==> src/rtl/sequential_multiplier.sv <==
// Iterative shift-add multiplier: N x N -> 2N over N+1 clocks, unsigned or
// two's-complement per operation, result held until the next completion.
module sequential_multiplier #(
   parameter int N = 4
) (
   input  logic           i_clock,
   input  logic           i_reset,
   input  logic           i_start,
   input  logic           i_signed,
   input  logic [N-1:0]   i_multiplicand,
   input  logic [N-1:0]   i_multiplier,
   output logic           o_busy,
   output logic           o_finished,
   output logic [2*N-1:0] o_product
);

   localparam int CW = (N > 2) ? $clog2(N) : 1;

   typedef enum logic [1:0] {S_IDLE, S_RUN, S_DONE} state_t;

   state_t           state_q, state_d;
   logic [CW-1:0]    cnt_q, cnt_d;
   logic [N-1:0]     a_q, a_d;
   logic             signed_q, signed_d;
   logic [N:0]       hi_q, hi_d;
   logic [N-1:0]     lo_q, lo_d;
   logic [2*N-1:0]   product_q, product_d;

   logic [N+1:0]     hi_ext, a_ext, sum;
   logic [N:0]       step_hi;
   logic [N-1:0]     step_lo;
   logic             last;

   always_comb begin
      // hi carries one guard bit so the add never overflows before the shift;
      // in signed mode the final multiplier bit has weight -2^(N-1), hence subtract.
      hi_ext  = signed_q ? {hi_q[N], hi_q} : {1'b0, hi_q};
      a_ext   = signed_q ? {{2{a_q[N-1]}}, a_q} : {2'b00, a_q};
      last    = (cnt_q == CW'(N - 1));
      if (lo_q[0])
         sum = (signed_q && last) ? (hi_ext - a_ext) : (hi_ext + a_ext);
      else
         sum = hi_ext;
      step_hi = sum[N+1:1];
      step_lo = {sum[0], lo_q[N-1:1]};
   end

   always_comb begin
      state_d   = state_q;
      cnt_d     = cnt_q;
      a_d       = a_q;
      signed_d  = signed_q;
      hi_d      = hi_q;
      lo_d      = lo_q;
      product_d = product_q;
      unique case (state_q)
         S_IDLE, S_DONE: begin
            state_d = S_IDLE;
            if (i_start) begin
               state_d  = S_RUN;
               a_d      = i_multiplicand;
               lo_d     = i_multiplier;
               signed_d = i_signed;
               hi_d     = '0;
               cnt_d    = '0;
            end
         end
         S_RUN: begin
            hi_d  = step_hi;
            lo_d  = step_lo;
            cnt_d = cnt_q + CW'(1);
            if (last) begin
               state_d   = S_DONE;
               product_d = {step_hi[N-1:0], step_lo};
            end
         end
         default: state_d = S_IDLE;
      endcase
   end

   always_ff @(posedge i_clock) begin
      if (i_reset) begin
         state_q   <= S_IDLE;
         cnt_q     <= '0;
         a_q       <= '0;
         signed_q  <= 1'b0;
         hi_q      <= '0;
         lo_q      <= '0;
         product_q <= '0;
      end else begin
         state_q   <= state_d;
         cnt_q     <= cnt_d;
         a_q       <= a_d;
         signed_q  <= signed_d;
         hi_q      <= hi_d;
         lo_q      <= lo_d;
         product_q <= product_d;
      end
   end

   assign o_busy     = (state_q == S_RUN);
   assign o_finished = (state_q == S_DONE);
   assign o_product  = product_q;

endmodule

==> config.mk <==
export PLATFORM = sky130hd
export DESIGN_NAME = sequential_multiplier
export DESIGN_NICKNAME = d
export VERILOG_FILES = /design/src/rtl/sequential_multiplier.sv
export SDC_FILE = /design/constraint.sdc
export NUM_CORES = 1
export LEC_CHECK = 0
export CAP_MARGIN = 5
export CORE_MARGIN = 10
export CORE_UTILIZATION = 52
export DETAILED_ROUTE_END_ITERATION = 16
export PLACE_DENSITY = 0.75
export SYNTH_ARGS = -nofsm -noshare
export SYNTH_HDL_FRONTEND = slang
export SYNTH_SLANG_ARGS = --single-unit
export TNS_END_PERCENT = 1
==> constraint.sdc <==
create_clock -name i_clock -period 4.3 [get_ports i_clock]
set_clock_uncertainty 0.1 [all_clocks]
set_input_delay 0.86 -clock i_clock [delete_from_list [all_inputs] [get_ports i_clock]]
set_output_delay 0.86 -clock i_clock [all_outputs]
set_load 0.05 [all_outputs]
==> results of run 1 <==
## area by class of cell
class,instances,share of cell area
clock buffer,3,0.0143
inverter,5,0.0119
tap,30,0.0238
clock inverter,1,0.0191
timing repair buffer,21,0.134
sequential,26,0.331
multi-input combinational,123,0.467
## worst paths after layout
kind | start | endpoint | slack, ps | cells after the start
max | state_q[1]$_SDFFE_PP0P_ | o_busy | 1270 | 3
min | o_product[1]$_SDFFE_PP0P_ | o_product[1]$_SDFFE_PP0P_ | 360 | 2
min reg2reg | o_product[1]$_SDFFE_PP0P_ | o_product[1]$_SDFFE_PP0P_ | 360 | 2
max reg2reg | cnt_q[0]$_SDFFE_PP0P_ | hi_q[4]$_SDFFE_PP0P_ | 1700 | 10
## logic make-up (layout without fill, tap and decap cells)
kind of cell    Yosys count  in the layout  share of synthesized area
compound gates           40             40                      0.199
mux                       4              4                     0.0307
flops                    26             26                      0.399
xor+xnor                  6              6                     0.0403
fa+ha+maj                 8              8                     0.0825
buf+inv                  13             30                     0.0383
simple gates             65             65                      0.210
## metrics by stage
stage	util	cells	area (um2)
detailed placement	0.626	205	1520
floorplan	-	162	1310
CTS	0.647	209	1570
finish	0.647	209	1570
global placement	0.626	205	1520
global route	0.647	209	1570
## power groups by stage
| stage | Sequential, mW | Clock, mW | Combinational (mW) |
|---|---|---|---|
| finish | 0.264 | 0.165 | 0.117 |
| global route | 0.266 | 0.180 | 0.131 |
| CTS | 0.264 | 0.168 | 0.118 |
| detailed placement | 0.269 | 0 | 0.116 |
| global placement | 0.268 | 0 | 0.114 |
| floorplan | 0.264 | 0 | 0.0919 |
## routing by layer
layer  vias up  wire (um)  part of all wire
li1        587          -                 -
met3         4        130             0.046
met4         0         32             0.011
met5         -          0                 0
met2        20       1310              0.47
met1       511       1340              0.48
## worst reg2reg max path, stage by stage (launching register included)
cell     delay, ps
dfxtp_1        380
ha_1           330
nand2_2        100
mux2i_1        320
ha_1           300
nor2b_1        140
o31a_1         270
o22ai_2        140
xnor2_1        170
nand3_1        110
a31oi_1        170
## cells in the final DEF, fill, tap and decap left out, types with 2 or more instances in the layout
cell             synthesis  routed
a211oi_1                 3       3
a21o_1                   2       2
a21oi_1                 19      19
a22oi_1                  2       2
a311oi_1                 3       3
clkbuf_4                 0       3
clkdlybuf4s50_1          0      21
dfxtp_1                 26      26
ha_1                     7       7
inv_1                    4       4
mux2i_1                  4       4
nand2_1                 28      28
nand2b_1                 2       2
nand3_1                  3       3
nor2_1                  24      24
nor2b_1                  4       4
o21ai_0                  2       2
xnor2_1                  5       5
## registers in the layout, summed over array words and instances (netlist names)
signal,count
a_q,4
cnt_q,2
hi_q,5
lo_q,4
o_product,8
signed_q,1
state_q,2
==> results.toml, run 1 <==
[routing]
ant_nets = 0
viasPerCell = 5.37
wire_per_inst_um = 13.5
vias = 1122
dr.pass1.iters = 4
wl_um = 2810
drt_iter0_markers = 78
remaining_drc_errors = 0

[timing]
holdWs_ps = 364
slew_violations = 0
setup_tns_ps = 0
fin_ws_ps = 1270
finalSetupViolCount = 0
maxSlewHeadroom = 0.390
fin_crit_ps = 3030
hold_violations = 0
fin_crit_sh = 0.705
rsz0062_at_grt = "no"
tightest_slew_ps = 912
clock.fmax_ghz = 0.330

[clocking]
cts_resized = 0
cts_buffer_depth = 2
cts_tree = "built"
cts_setup_buffers = 0
cts_max_level = 1
postCtsHoldBufs = 0
cts_buffers = 3
clk_latency_ps = 320
clock-sinks = 26
clk_pin_slew_ps = 140
cts_root_buf = "clkbuf_4"

[critical_path]
crit_required_ps = 3340
cp.buffers_inverters = 2
start_kind = "register"
crit_chain = "nand2b_1 > inv_2 > clkdlybuf4s50_1"
end_kind = "output port"
arrival_ps = 2070
crit_path_max_fanout = 15
cpPeakStageDelay_ps = 830
crit_type = "reg2out"
cp_slowest_cell = "clkdlybuf4s50_1"
cpLargestDelayFamily = "buffers and inverters"

[floorplan]
row_count = 18
dieHeight_um = 70.1
dieArea_mm2 = 0.00491
io_pins = 22
core_area_mm2 = 0.00243
initial_core_util = 0.537
die_w_um = 70.1

[placed_design]
gp_congestion = 0.783
io_buffer_count = 21
hpwl_um = 2200
pre_cts_ws_ps = 1610

[yosys]
ys_ff_latch = 26
ys_async_sr_fraction = 0
synth_nets = 182
yosysWarnings = 0
syn_inst = 162
yosysMostFrequentCell = "nand2_1"
synth_top_area_share = 0.399
synth-edff-count = 0
yosys-top-cells-area = "dfxtp_1, nand2_1, a21oi_1, nor2_1, ha_1"
ys_types = 35
synth_flop_cell = "dfxtp_1"
ys_seq_area_frac = 0.399
syn_area_mm2 = 0.00131
yosys.area.top_type = "dfxtp_1"
synth_common_cells = "nand2_1, dfxtp_1, nor2_1, a21oi_1, ha_1"
syn_avg_cell_area_um2 = 8.06

[global_routing]
gr-usage-met2 = 0.184
use_met3 = 0.0311
gr-usage-all-layers = 0.114
busiest_layer = "met2"
grt_pass1_wl_um = 4870
grt.overflow.total = 0
grt_pass1_vias = 1081
grtUsageMet1 = 0.138
antenna_found_initial = 0
grt_max_degree = 27

[min_path]
min_path_type = "reg2reg"

[final_layout]
area_growth_pct = 20.6
diodes = 0
fillCellCount = 212
nNetsFinal = 200
drive_gt1_frac = 0.0559
seqCellArea_um2 = 520
multi_input_area_um2 = 734

[power]
ir_worst_vdd_mv = 0.277
power_switching_mw = 0.144
p_leak_nw = 0.594
internal-power_mw = 0.402
finalPower_mw = 0.546
seqPwrFrac = 0.483
power_frac_clock = 0.302
p_comb_frac = 0.215
switching_share = 0.264
p_per_area_mw_per_mm2 = 347

[status]
status = "finished clean"

[run]
maxCapViolations = 0
Note: power is estimated with default switching activity, not from simulation.
==> run 2, diff against run 1 <==
CORE_UTILIZATION = 46   (was 52)
PLACE_DENSITY = 0.7   (was 0.75)
clock period = 2.44 ns   (was 4.3 ns; I/O delays follow)
==> run 2 against run 1 <==
Effect of this change: combinational power grew 94%; critical endpoint is now hi_q[4]$_SDFFE_PP0P_; critical path type is now reg2reg; sequential share of layout area decreased by 0.48 points; die area up 9.2%; clock-buffer cell count unchanged; global-route usage is essentially flat; worst setup slack worse by 1200 ps; via count rose by 1.1%.
==> results.toml, run 2 (synthesis results as in run 1) <==
[clocking]
clk_pin_slew_ps = 130
cts_buffer_depth = 2
cts_setup_buffers = 0
cts_root_buf = "clkbuf_4"
cts_max_level = 1
clock-sinks = 26
cts_buffers = 3
cts_tree = "built"
clk_latency_ps = 310

[routing]
remaining_drc_errors = 0
viasPerCell = 5.32
dr.pass1.iters = 4
drt_iter0_markers = 70
vias = 1134
wl_um = 2880
ant_nets = 0
wire_per_inst_um = 13.5

[critical_path]
crit_required_ps = 2590
crit_path_max_fanout = 4
arrival_ps = 2480
cpLargestDelayFamily = "compound AO/OA/AOI/OAI gates"
crit_type = "reg2reg"
end_kind = "register"
cpPeakStageDelay_ps = 390
crit_top_cell = "ha_1"
cp_slowest_cell = "dfxtp_4"
cp.buffers_inverters = 1
crit_path_start = "a_q[1]$_SDFFE_PP0P_"
crit_chain = "inv_1 > ha_1 > mux2i_4 > ha_1 > nor2b_1 > o31a_1 > o22ai_2 > xnor2_2 > nand3_1 > a31oi_1"
r2r_start = "a_q[1]$_SDFFE_PP0P_"
start_kind = "register"

[global_routing]
gr-usage-all-layers = 0.113
grt.overflow.total = 0
grt_pass1_vias = 1146
grt_max_degree = 27
grt_pass1_wl_um = 5000
antenna_found_initial = 0

[power]
p_leak_nw = 0.603
p_per_area_mw_per_mm2 = 534
ir_worst_vdd_mv = 0.534
finalPower_mw = 0.866

[timing]
holdWs_ps = 365
slew_violations = 0
tightest_slew_ps = 519
fin_crit_sh = 0.952
fin_crit_ps = 2320
hold_violations = 0
clock.fmax_ghz = 0.430
maxSlewHeadroom = 0.653
finalSetupViolCount = 0

[final_layout]
largest_reg_flops = 8
nNetsFinal = 204
final_cells = 213
area_growth_pct = 24.2
diodes = 0
final_common_cell = "nand2_1"
layout_common_cells = "nand2_1, nor2_1, dfxtp_1"
drive_gt1_frac = 0.126
final_area_mm2 = 0.00162

[min_path]
worstHoldStart = "o_product[3]$_SDFFE_PP0P_"
min_path_type = "reg2reg"

[placed_design]
hpwl_um = 2300
gp_congestion = 0.831
dp.cells = 210
placed_cell_area_mm2 = 0.00155
io_buffer_count = 21

[floorplan]
dieArea_mm2 = 0.00537
row_count = 19
die_w_um = 73.3
core_area_mm2 = 0.00273
initial_core_util = 0.477
io_pins = 22
dieHeight_um = 73.3

[run]
maxCapViolations = 0

[status]
status = "finished clean"
-- run 2: worst paths after layout --
kind / depth (start not counted) / slack (ps) / end
min: 2 / 370 / o_product[3]$_SDFFE_PP0P_
min reg2reg: 2 / 370 / o_product[3]$_SDFFE_PP0P_
max reg2reg: 10 / 120 / hi_q[4]$_SDFFE_PP0P_
max: 10 / 120 / hi_q[4]$_SDFFE_PP0P_
-- run 2: tightest hold or removal path, delay by kind of cell, from the launching register on --
family	cells	cell delay [ps]
and+or+nand+nor	1	50
AOI/OAI and AO/OA	1	50
DFF	1	330
-- run 2: where the power goes --
part | switching, mW | total [mW] | internal, mW
Clock | 0.116 | 0.174 | 0.0578
Sequential | 0.0229 | 0.465 | 0.442
Combinational | 0.114 | 0.227 | 0.112
-- run 2: timing repair --
| action | CTS | global route |
|---|---|---|
| endpoints found under the hold margin | 0 | 0 |
| hold buffers | 0 | 0 |
| gates resized for setup | 2 | 10 |
| pin swaps | 0 | 2 |
| gates cloned | 0 | 0 |
| setup endpoints to repair | 1 | 4 |
-- run 2: final cells by class --
class                           instances  area, um2
Clock buffer                            3       22.5
Timing Repair Buffer                   25        238
Multi-Input combinational cell        123        774
Sequential cell                        26        528
Inverter                                5       18.8
Tap cell                               31       38.8
Fill cell                             264       1110
-- run 2: routing by layer --
| layer | wire [um] | GRT usage |
|---|---|---|
| met5 | 0 | 0 |
| met3 | 158 | 0.0363 |
| met2 | 1420 | 0.201 |
| met4 | 44 | 0.0316 |
| met1 | 1250 | 0.126 |
-- run 2: through the flow --
stage                     setup TNS (ps)   util  setup WS (ps)
after floorplan                        0      -            169
after global placement                 0  0.567            147
after detailed placement           -17.8  0.567          -17.8
after CTS                              0  0.577           1.35
after global routing               -10.1  0.593          -10.1
final                                  0  0.593            117
